$ cat config.mk
export PLATFORM = sky130hd
export DESIGN_NAME = regbank_wr_ctrl
export DESIGN_NICKNAME = d
export VERILOG_FILES = /design/src/rtl/regbank_pkg.sv /design/src/rtl/rr_arb2.sv /design/src/rtl/regbank_wr_ctrl.sv
export SDC_FILE = /design/constraint.sdc
export NUM_CORES = 1
export LEC_CHECK = 0
export ABC_AREA = 1
export CAP_MARGIN = 10
export CORE_MARGIN = 2
export CORE_UTILIZATION = 41
export CTS_CLUSTER_DIAMETER = 80
export CTS_CLUSTER_SIZE = 8
export DETAILED_ROUTE_END_ITERATION = 12
export PLACE_DENSITY_LB_ADDON = 0.2
export SYNTH_ARGS = -nofsm -noshare
export SYNTH_HDL_FRONTEND = slang
export SYNTH_SLANG_ARGS = --single-unit
$ cat constraint.sdc
create_clock -name clk -period 1.8 [get_ports clk]
set_input_delay 0.27 -clock clk [delete_from_list [all_inputs] [get_ports clk]]
set_output_delay 0.27 -clock clk [all_outputs]
set_load 0.1 [all_outputs]
$ cat src/rtl/regbank_pkg.sv
// Shared constants and types for the register-bank write-port controller.
// Latency: n/a (types only). Backpressure: n/a.
package regbank_pkg;
    localparam int DATA_W = 16;
    localparam int ADDR_W = 3;
    localparam int NREGS  = 8;

    typedef enum logic {
        ST_INIT = 1'b0,
        ST_RUN  = 1'b1
    } state_e;

    typedef enum logic {
        REQ0 = 1'b0,
        REQ1 = 1'b1
    } req_idx_e;
endpackage

$ cat src/rtl/rr_arb2.sv
// Two-requester round-robin arbiter with a registered priority pointer.
// Latency: combinational grant; pointer updates on the edge after contention.
// Backpressure: exactly one grant when any request is valid and en is high.
module rr_arb2
    import regbank_pkg::*;
(
    input  logic       clk,
    input  logic       reset,
    input  logic       en,
    input  logic       vld0,
    input  logic       vld1,
    output logic [1:0] gnt
);

    req_idx_e ptr_q, ptr_d;

    always_comb begin
        gnt   = 2'b00;
        ptr_d = ptr_q;
        if (en) begin
            if (vld0 && vld1) begin
                // Contention: serve the favoured side, then favour the other.
                gnt   = (ptr_q == REQ0) ? 2'b01 : 2'b10;
                ptr_d = (ptr_q == REQ0) ? REQ1 : REQ0;
            end else begin
                gnt = {vld1, vld0};
            end
        end
    end

    always_ff @(posedge clk or negedge reset) begin
        if (!reset) begin
            ptr_q <= REQ0;
        end else begin
            ptr_q <= ptr_d;
        end
    end

endmodule

$ cat src/rtl/regbank_wr_ctrl.sv
// Register-bank write port: post-reset init (r[i]=i), 2-way RR writeback arbitration, pending-write scoreboard (REGBANK_SCOREBOARD_EN).
// Latency: grant is combinational, the bank write is registered (transfer in t drives the bank in t+1).
// Backpressure: both readys low during INIT; in RUN one valid requester is granted every cycle.
module regbank_wr_ctrl #(
    parameter int DATA_W = regbank_pkg::DATA_W,
    parameter int ADDR_W = regbank_pkg::ADDR_W,
    parameter int NREGS  = regbank_pkg::NREGS
) (
    input  logic              clk,
    input  logic              reset,
    input  logic              req0_valid,
    output logic              req0_ready,
    input  logic [ADDR_W-1:0] req0_addr,
    input  logic [DATA_W-1:0] req0_data,
    input  logic              req1_valid,
    output logic              req1_ready,
    input  logic [ADDR_W-1:0] req1_addr,
    input  logic [DATA_W-1:0] req1_data,
    input  logic              issue_valid,
    input  logic [ADDR_W-1:0] issue_addr,
    output logic [NREGS-1:0]  busy,
    output logic              rf_we,
    output logic [ADDR_W-1:0] rf_waddr,
    output logic [DATA_W-1:0] rf_wdata,
    output logic              init_done
);
    import regbank_pkg::*;

    state_e            state_q, state_d;
    logic [ADDR_W-1:0] cnt_q, cnt_d;
    logic              rf_we_q, rf_we_d;
    logic [ADDR_W-1:0] rf_waddr_q, rf_waddr_d;
    logic [DATA_W-1:0] rf_wdata_q, rf_wdata_d;
    logic              run;
    logic [1:0]        gnt;
    logic              xfer;
    logic [ADDR_W-1:0] win_addr;
    logic [DATA_W-1:0] win_data;

    assign run = (state_q == ST_RUN);

    rr_arb2 u_arb (
        .clk   (clk),
        .reset (reset),
        .en    (run),
        .vld0  (req0_valid),
        .vld1  (req1_valid),
        .gnt   (gnt)
    );

    assign req0_ready = gnt[0];
    assign req1_ready = gnt[1];
    assign xfer       = |gnt;
    assign win_addr   = gnt[1] ? req1_addr : req0_addr;
    assign win_data   = gnt[1] ? req1_data : req0_data;

    always_comb begin
        state_d    = state_q;
        cnt_d      = cnt_q;
        rf_we_d    = 1'b0;
        rf_waddr_d = rf_waddr_q;
        rf_wdata_d = rf_wdata_q;
        case (state_q)
            ST_INIT: begin
                rf_we_d    = 1'b1;
                rf_waddr_d = cnt_q;
                rf_wdata_d = {{(DATA_W-ADDR_W){1'b0}}, cnt_q};
                cnt_d      = cnt_q + 1'b1;
                if (cnt_q == ADDR_W'(NREGS-1)) begin
                    state_d = ST_RUN;
                end
            end
            ST_RUN: begin
                if (xfer) begin
                    rf_we_d    = 1'b1;
                    rf_waddr_d = win_addr;
                    rf_wdata_d = win_data;
                end
            end
            default: state_d = ST_INIT;
        endcase
    end

    always_ff @(posedge clk or negedge reset) begin
        if (!reset) begin
            state_q    <= ST_INIT;
            cnt_q      <= '0;
            rf_we_q    <= 1'b0;
            rf_waddr_q <= '0;
            rf_wdata_q <= '0;
        end else begin
            state_q    <= state_d;
            cnt_q      <= cnt_d;
            rf_we_q    <= rf_we_d;
            rf_waddr_q <= rf_waddr_d;
            rf_wdata_q <= rf_wdata_d;
        end
    end

`ifdef REGBANK_SCOREBOARD_EN
    logic [NREGS-1:0] busy_q, busy_d;

    // Clear first, then set, so an issue to the address being written wins.
    always_comb begin
        busy_d = busy_q;
        if (run) begin
            if (xfer) begin
                busy_d[win_addr] = 1'b0;
            end
            if (issue_valid) begin
                busy_d[issue_addr] = 1'b1;
            end
        end
    end

    always_ff @(posedge clk or negedge reset) begin
        if (!reset) begin
            busy_q <= '0;
        end else begin
            busy_q <= busy_d;
        end
    end

    assign busy = busy_q;
`else
    assign busy = '0;
`endif

    assign rf_we     = rf_we_q;
    assign rf_waddr  = rf_waddr_q;
    assign rf_wdata  = rf_wdata_q;
    assign init_done = run;

endmodule

# After elaboration in Yosys (flattened, before gate mapping)
# Index checks and enable logic that the tools add are counted.
[op_classes]
mux = 14
n_addsub = 1
eq_ne = 2
reduce_logical = 3
bitwise = 1
[op_table]
columns = ["op", "n"]
rows = [
  ["16-bit two-way mux", 2],
  ["16-bit case mux with 2 select lines", 1],
  ["2-bit two-way mux", 3],
  ["3-bit two-way mux", 2],
  ["3-bit case mux with 2 select lines", 1],
  ["1-bit two-way mux", 4],
  ["3-bit by 1-bit adder with 3-bit output, second input constant", 1],
  ["3-bit == test, second input constant", 1],
  ["2-bit by 1-bit inequality test with 1-bit output, second input constant", 1],
  ["1-bit case mux with 2 select lines", 1],
  ["2-bit AND reduction", 1],
  ["2-bit OR reduction", 1],
  ["1-bit logical AND", 1],
  ["1-bit inverter", 1],
]
[totals]
out_inout_bits = 31
inputBits = 46
elab_cells = 27
register_bits = 25

# Depth between registers and ports, before layout
[depth]
depth_word = 6
mapped_depth = 7
mapped_depth_nobuf = 6

# Cells and area by module
# A second synthesis with hierarchy kept.
[unflattened]
hier_cells = 194
area_unflattened_um2 = 1415.1
[by_module_without_submodules]
columns = ["mod", "n_inst", "cells_each", "area_each_um2"]
rows = [
  ["regbank_wr_ctrl", 1, 184, 1350.0],
  ["rr_arb2", 1, 10, 65.1],
]

# Worst setup path before layout
# Ideal clock, no wire load.
[synth_timing]
path_kind = "register to output"
startpoint = "register state_q (netlist: init_done)"
endpoint = "output port req0_ready"
path_slack_ps = -2031
path_buffers = 0
required_time_ps = 1530
arrival_time_ps = 3561
stages_incl_launch_ff = 3
path_cell_list = "dfrtp_1 > inv_1 > a211oi_1"
[synth_between]
elab_chain_cells = 1
[synth_lines]
columns = ["element", "line", "rtl"]
rows = [
  ["start: declaration", "regbank_wr_ctrl.sv:29", "state_e state_q, state_d;"],
  ["start signal: assignment", "regbank_wr_ctrl.sv:92", "state_q <= state_d;"],
  ["2-bit two-way mux", "rr_arb2.sv:20", "if (en) begin"],
  ["end: declaration", "regbank_wr_ctrl.sv:12", "output logic req0_ready,"],
]
# No other way between the ends.

# Worst setup path after layout
[layout_timing]
startpoint = "input port req0_valid"
endpoint = "output port req0_ready"
[layout_between]
elab_chain_cells = 3
[layout_lines]
columns = ["element", "line", "rtl"]
rows = [
  ["start: declaration", "regbank_wr_ctrl.sv:11", "input logic req0_valid,"],
  ["1-bit logical AND", "rr_arb2.sv:21", "if (vld0 && vld1) begin"],
  ["2-bit two-way mux *", "rr_arb2.sv:21", ""],
  ["2-bit two-way mux *", "rr_arb2.sv:20", ""],
]
# Every way passes the cells marked *; elsewhere a longest branch is shown, timed or not.

==> metrics.md <==
| Metric | Value |
|---|---|
| Clock slew at reported path FFs | `0.14 ns` |
| HP Class | `primary input to asynchronous set/reset pin` |
| CTS tree | `done` |
| Peak supply drop | `0.549 mV` |
| Worst Path Buf+Inv | `3` |
| CP max stage delay | `0.57 ns` |
| Share of layout cells above drive strength 1 | `18.7%` |
| Layout Cells excl Fill | `298` |
| Critical Path End | `req0_ready` |
| Later-pin clock latency in the skew report | `0.32 ns` |
| Max Freq | `590 MHz` |
| Number of DRC markers in iteration 0 | `29` |
| Routed wire per std cell | `10.4 um` |
| Max-slew violation count | `0` |
| Initial core utilization | `42.3%` |
| # rows | `21` |
| R2R Setup Slk | `0.45 ns` |
| CTS H-tree depth | `1` |
| Cell count after synthesis | `182` |
| Clock Sinks | `25` |
| Post-DP Area | `0.00205 mm2` |
| Core area | `0.00331 mm2` |
| IO Pins | `77` |
| Worst path top cell family by delay | `buffers and inverters` |
| Global-route wire length before repair | `5530 um` |
| Clock skew | `0.00577 ns` |
| DRC | `0` |
| Root Driver | `clkbuf_4` |
| Area of the multi-input gates | `562 um2` |
| Final setup fails | `0` |
| P_leak | `1.09 nW` |
| Status | `finished clean` |
| Crit path depth | `4` |
| Worst r2r dst | `rf_wdata[14]` |
| Finished Cell Area | `0.00212 mm2` |
| Placed insts | `291` |
| Total congestion overflow | `0` |
| CTS Hold Bufs | `0` |
| CP max FO | `4` |
| Worst reg2reg path depth | `7` |
| Die Width | `62.4 um` |
| Crit-path slowest cell | `clkdlybuf4s50_1` |
| Crit Path Category | `primary input to output port` |
| # Max-Cap Violations | `0` |
| Nets | `301` |
| Die H | `62.4 um` |
| CTS Buf Count | `3` |
| 1st-pass router iterations | `4` |
| PD cells | `1050 mW/mm2` |
| Die area | `0.00390 mm2` |
| Seq/Total Area, Yosys | `44.7%` |
| HPWL Detailed | `2370 um` |
| Port Buf Inserts | `64` |
| Largest net degree at the start of global routing | `26` |
| GR Util All Layers | `17.4%` |
| Vias/cell | `4.36` |
| Synthesized area | `0.00140 mm2` |
| Placer Congestion | `0.710` |
| Antenna diodes | `0` |
| Reg-to-Reg Start | `init_done` |
| Crit. End Element | `output port` |
| CP Data Required Time | `1.53 ns` |
| Fin crit period | `1.70 ns` |
| Clk buf depth | `2` |
| Vias in the first global route | `1271` |
| Endpoints failing hold | `0` |
| Ys Warns | `0` |
| Post-synthesis cell type count | `22` |
| Crit-path cells | `clkdlybuf4s50_1 -> inv_1 -> a211oi_4 -> buf_12` |
| Routed Antenna Nets | `0` |
| Synthesized flop and latch total | `25` |
| Tcrit/Tclk final | `94.2%` |
| Vias | `1298` |
| Setup TNS | `0 ns` |
| Worst Setup Start Kind | `primary input` |
| Area delta synth->final | `51.3%` |
| Mean Syn Cell Area | `7.69 um2` |
| Post-Route WL | `3110 um` |
| Data arrival, critical path | `1.43 ns` |
| Register area | `629 um2` |
| Fillers | `299` |
| Antenna violations before repair | `0` |
| Unrepaired setup endpoints after global routing | `false` |
| Setup crit start | `req0_valid` |
## cells by family after synthesis
kind of cell	Yosys count	share of synthesized area, %
AOI/OAI and AO/OA	34	12.3
xor gates and xnor gates	2	1.25
adders and majority gates	2	1.79
buffers and inverters	50	18.5
DFF	25	44.7
other	1	0.268
and+or+nand+nor	68	21.1
## flip-flops by register name, summed over array words and instances, names as in the netlist
name	cells
rf_wdata	16
cnt_q	3
init_done	1
rf_we	1
u_arb.ptr_q	1
rf_waddr	3
## how the worst min path moves through the flow
stage | start | endpoint | slack, ns | cells past startpoint
after CTS | reset | rf_wdata[8] | 0.30 | 2
after global placement | rf_wdata[5] | rf_wdata[5] | 0.47 | 2
after floorplan | reset | cnt_q[0] | -0.03 | 0
final | reset | rf_wdata[8] | 0.29 | 2
after detailed placement | rf_wdata[4] | rf_wdata[4] | 0.47 | 2
after global routing | reset | rf_wdata[8] | 0.30 | 2
## final cells by class
class,count,share of cell area [%]
multi-input combinational,114,26.5
sequential,25,29.7
timing repair buffer,74,33.0
inverter,35,6.62
tap,46,2.72
clock buffer,3,1.06
clock inverter,1,0.355
## synth_stat cells
cell type / n / area share [%]
a211oi_1: 1 / 0.54
a21oi_1: 6 / 2.1
buf_2: 2 / 0.72
buf_4: 8 / 4.3
buf_6: 3 / 2.4
clkbuf_2: 1 / 0.36
clkbuf_8: 1 / 0.98
clkinv_4: 1 / 0.63
conb_1: 1 / 0.27
dfrtp_1: 25 / 45
ha_1: 2 / 1.8
inv_1: 34 / 9.1
nand2_1: 43 / 12
nand2_2: 2 / 0.89
nand2_4: 2 / 1.6
nand3_1: 14 / 5.0
nor2_1: 6 / 1.6
o21ai_0: 7 / 2.5
o21ai_1: 20 / 7.2
or2_2: 1 / 0.45
xnor2_1: 1 / 0.63
xor2_1: 1 / 0.63
## stage by stage
step / utilization, % / hold WS (ns) / power (mW) / setup slack, ns
3_3_place_gp: 62.0 / 0.473 / 1.97 / 0.0815
5_1_grt: 63.9 / 0.301 / 2.33 / 0.0185
6_report: 63.9 / 0.289 / 2.23 / 0.104
4_1_cts: 63.6 / 0.299 / 2.24 / 0.0664
2_1_floorplan: - / -0.0256 / 1.67 / -0.0548
3_5_place_dp: 62.0 / 0.475 / 1.98 / 0.0610
## report_power, final
group          total [mW]  leakage [nW]  internal [mW]  switching (mW)
Clock               0.255        0.0139         0.0850           0.170
Sequential          0.703         0.292          0.649          0.0531
Combinational        1.27         0.788          0.319           0.950
## cell usage in the layout (no fill, tap or decap)
master,instances
nor2_1,6
nand2_1,43
clkbuf_4,3
conb_1,8
xor2_1,1
dfrtp_1,24
clkdlybuf4s50_1,40
nand3_1,14
or2_2,1
dfrtp_4,1
ha_1,2
nand2_2,2
a211oi_4,1
nand2_4,1
clkinv_4,1
inv_1,32
o21ai_0,7
dlymetal6s2s_1,1
inv_2,1
xnor2_1,1
o21ai_1,20
nand2_8,1
a21oi_1,6
buf_4,30
buf_12,3
clkinvlp_4,2
## routing by layer
metal | track usage (%) | up-vias | routed length (um)
li1 | - | 682 | -
met1 | 23.6 | 574 | 1470
met2 | 28.4 | 40 | 1380
met3 | 5.23 | 2 | 231
met4 | 2.50 | 0 | 24
met5 | 0 | - | 0
## timing repair
| action | 4_1_cts | 5_1_grt |
|---|---|---|
| endpoints found under the setup margin | 1 | 1 |
| gates resized for setup | 0 | 2 |
| pin swaps | 0 | 0 |
| setup buffers | 3 | 0 |
No activity file was read; power rests on OpenSTA's default activity.
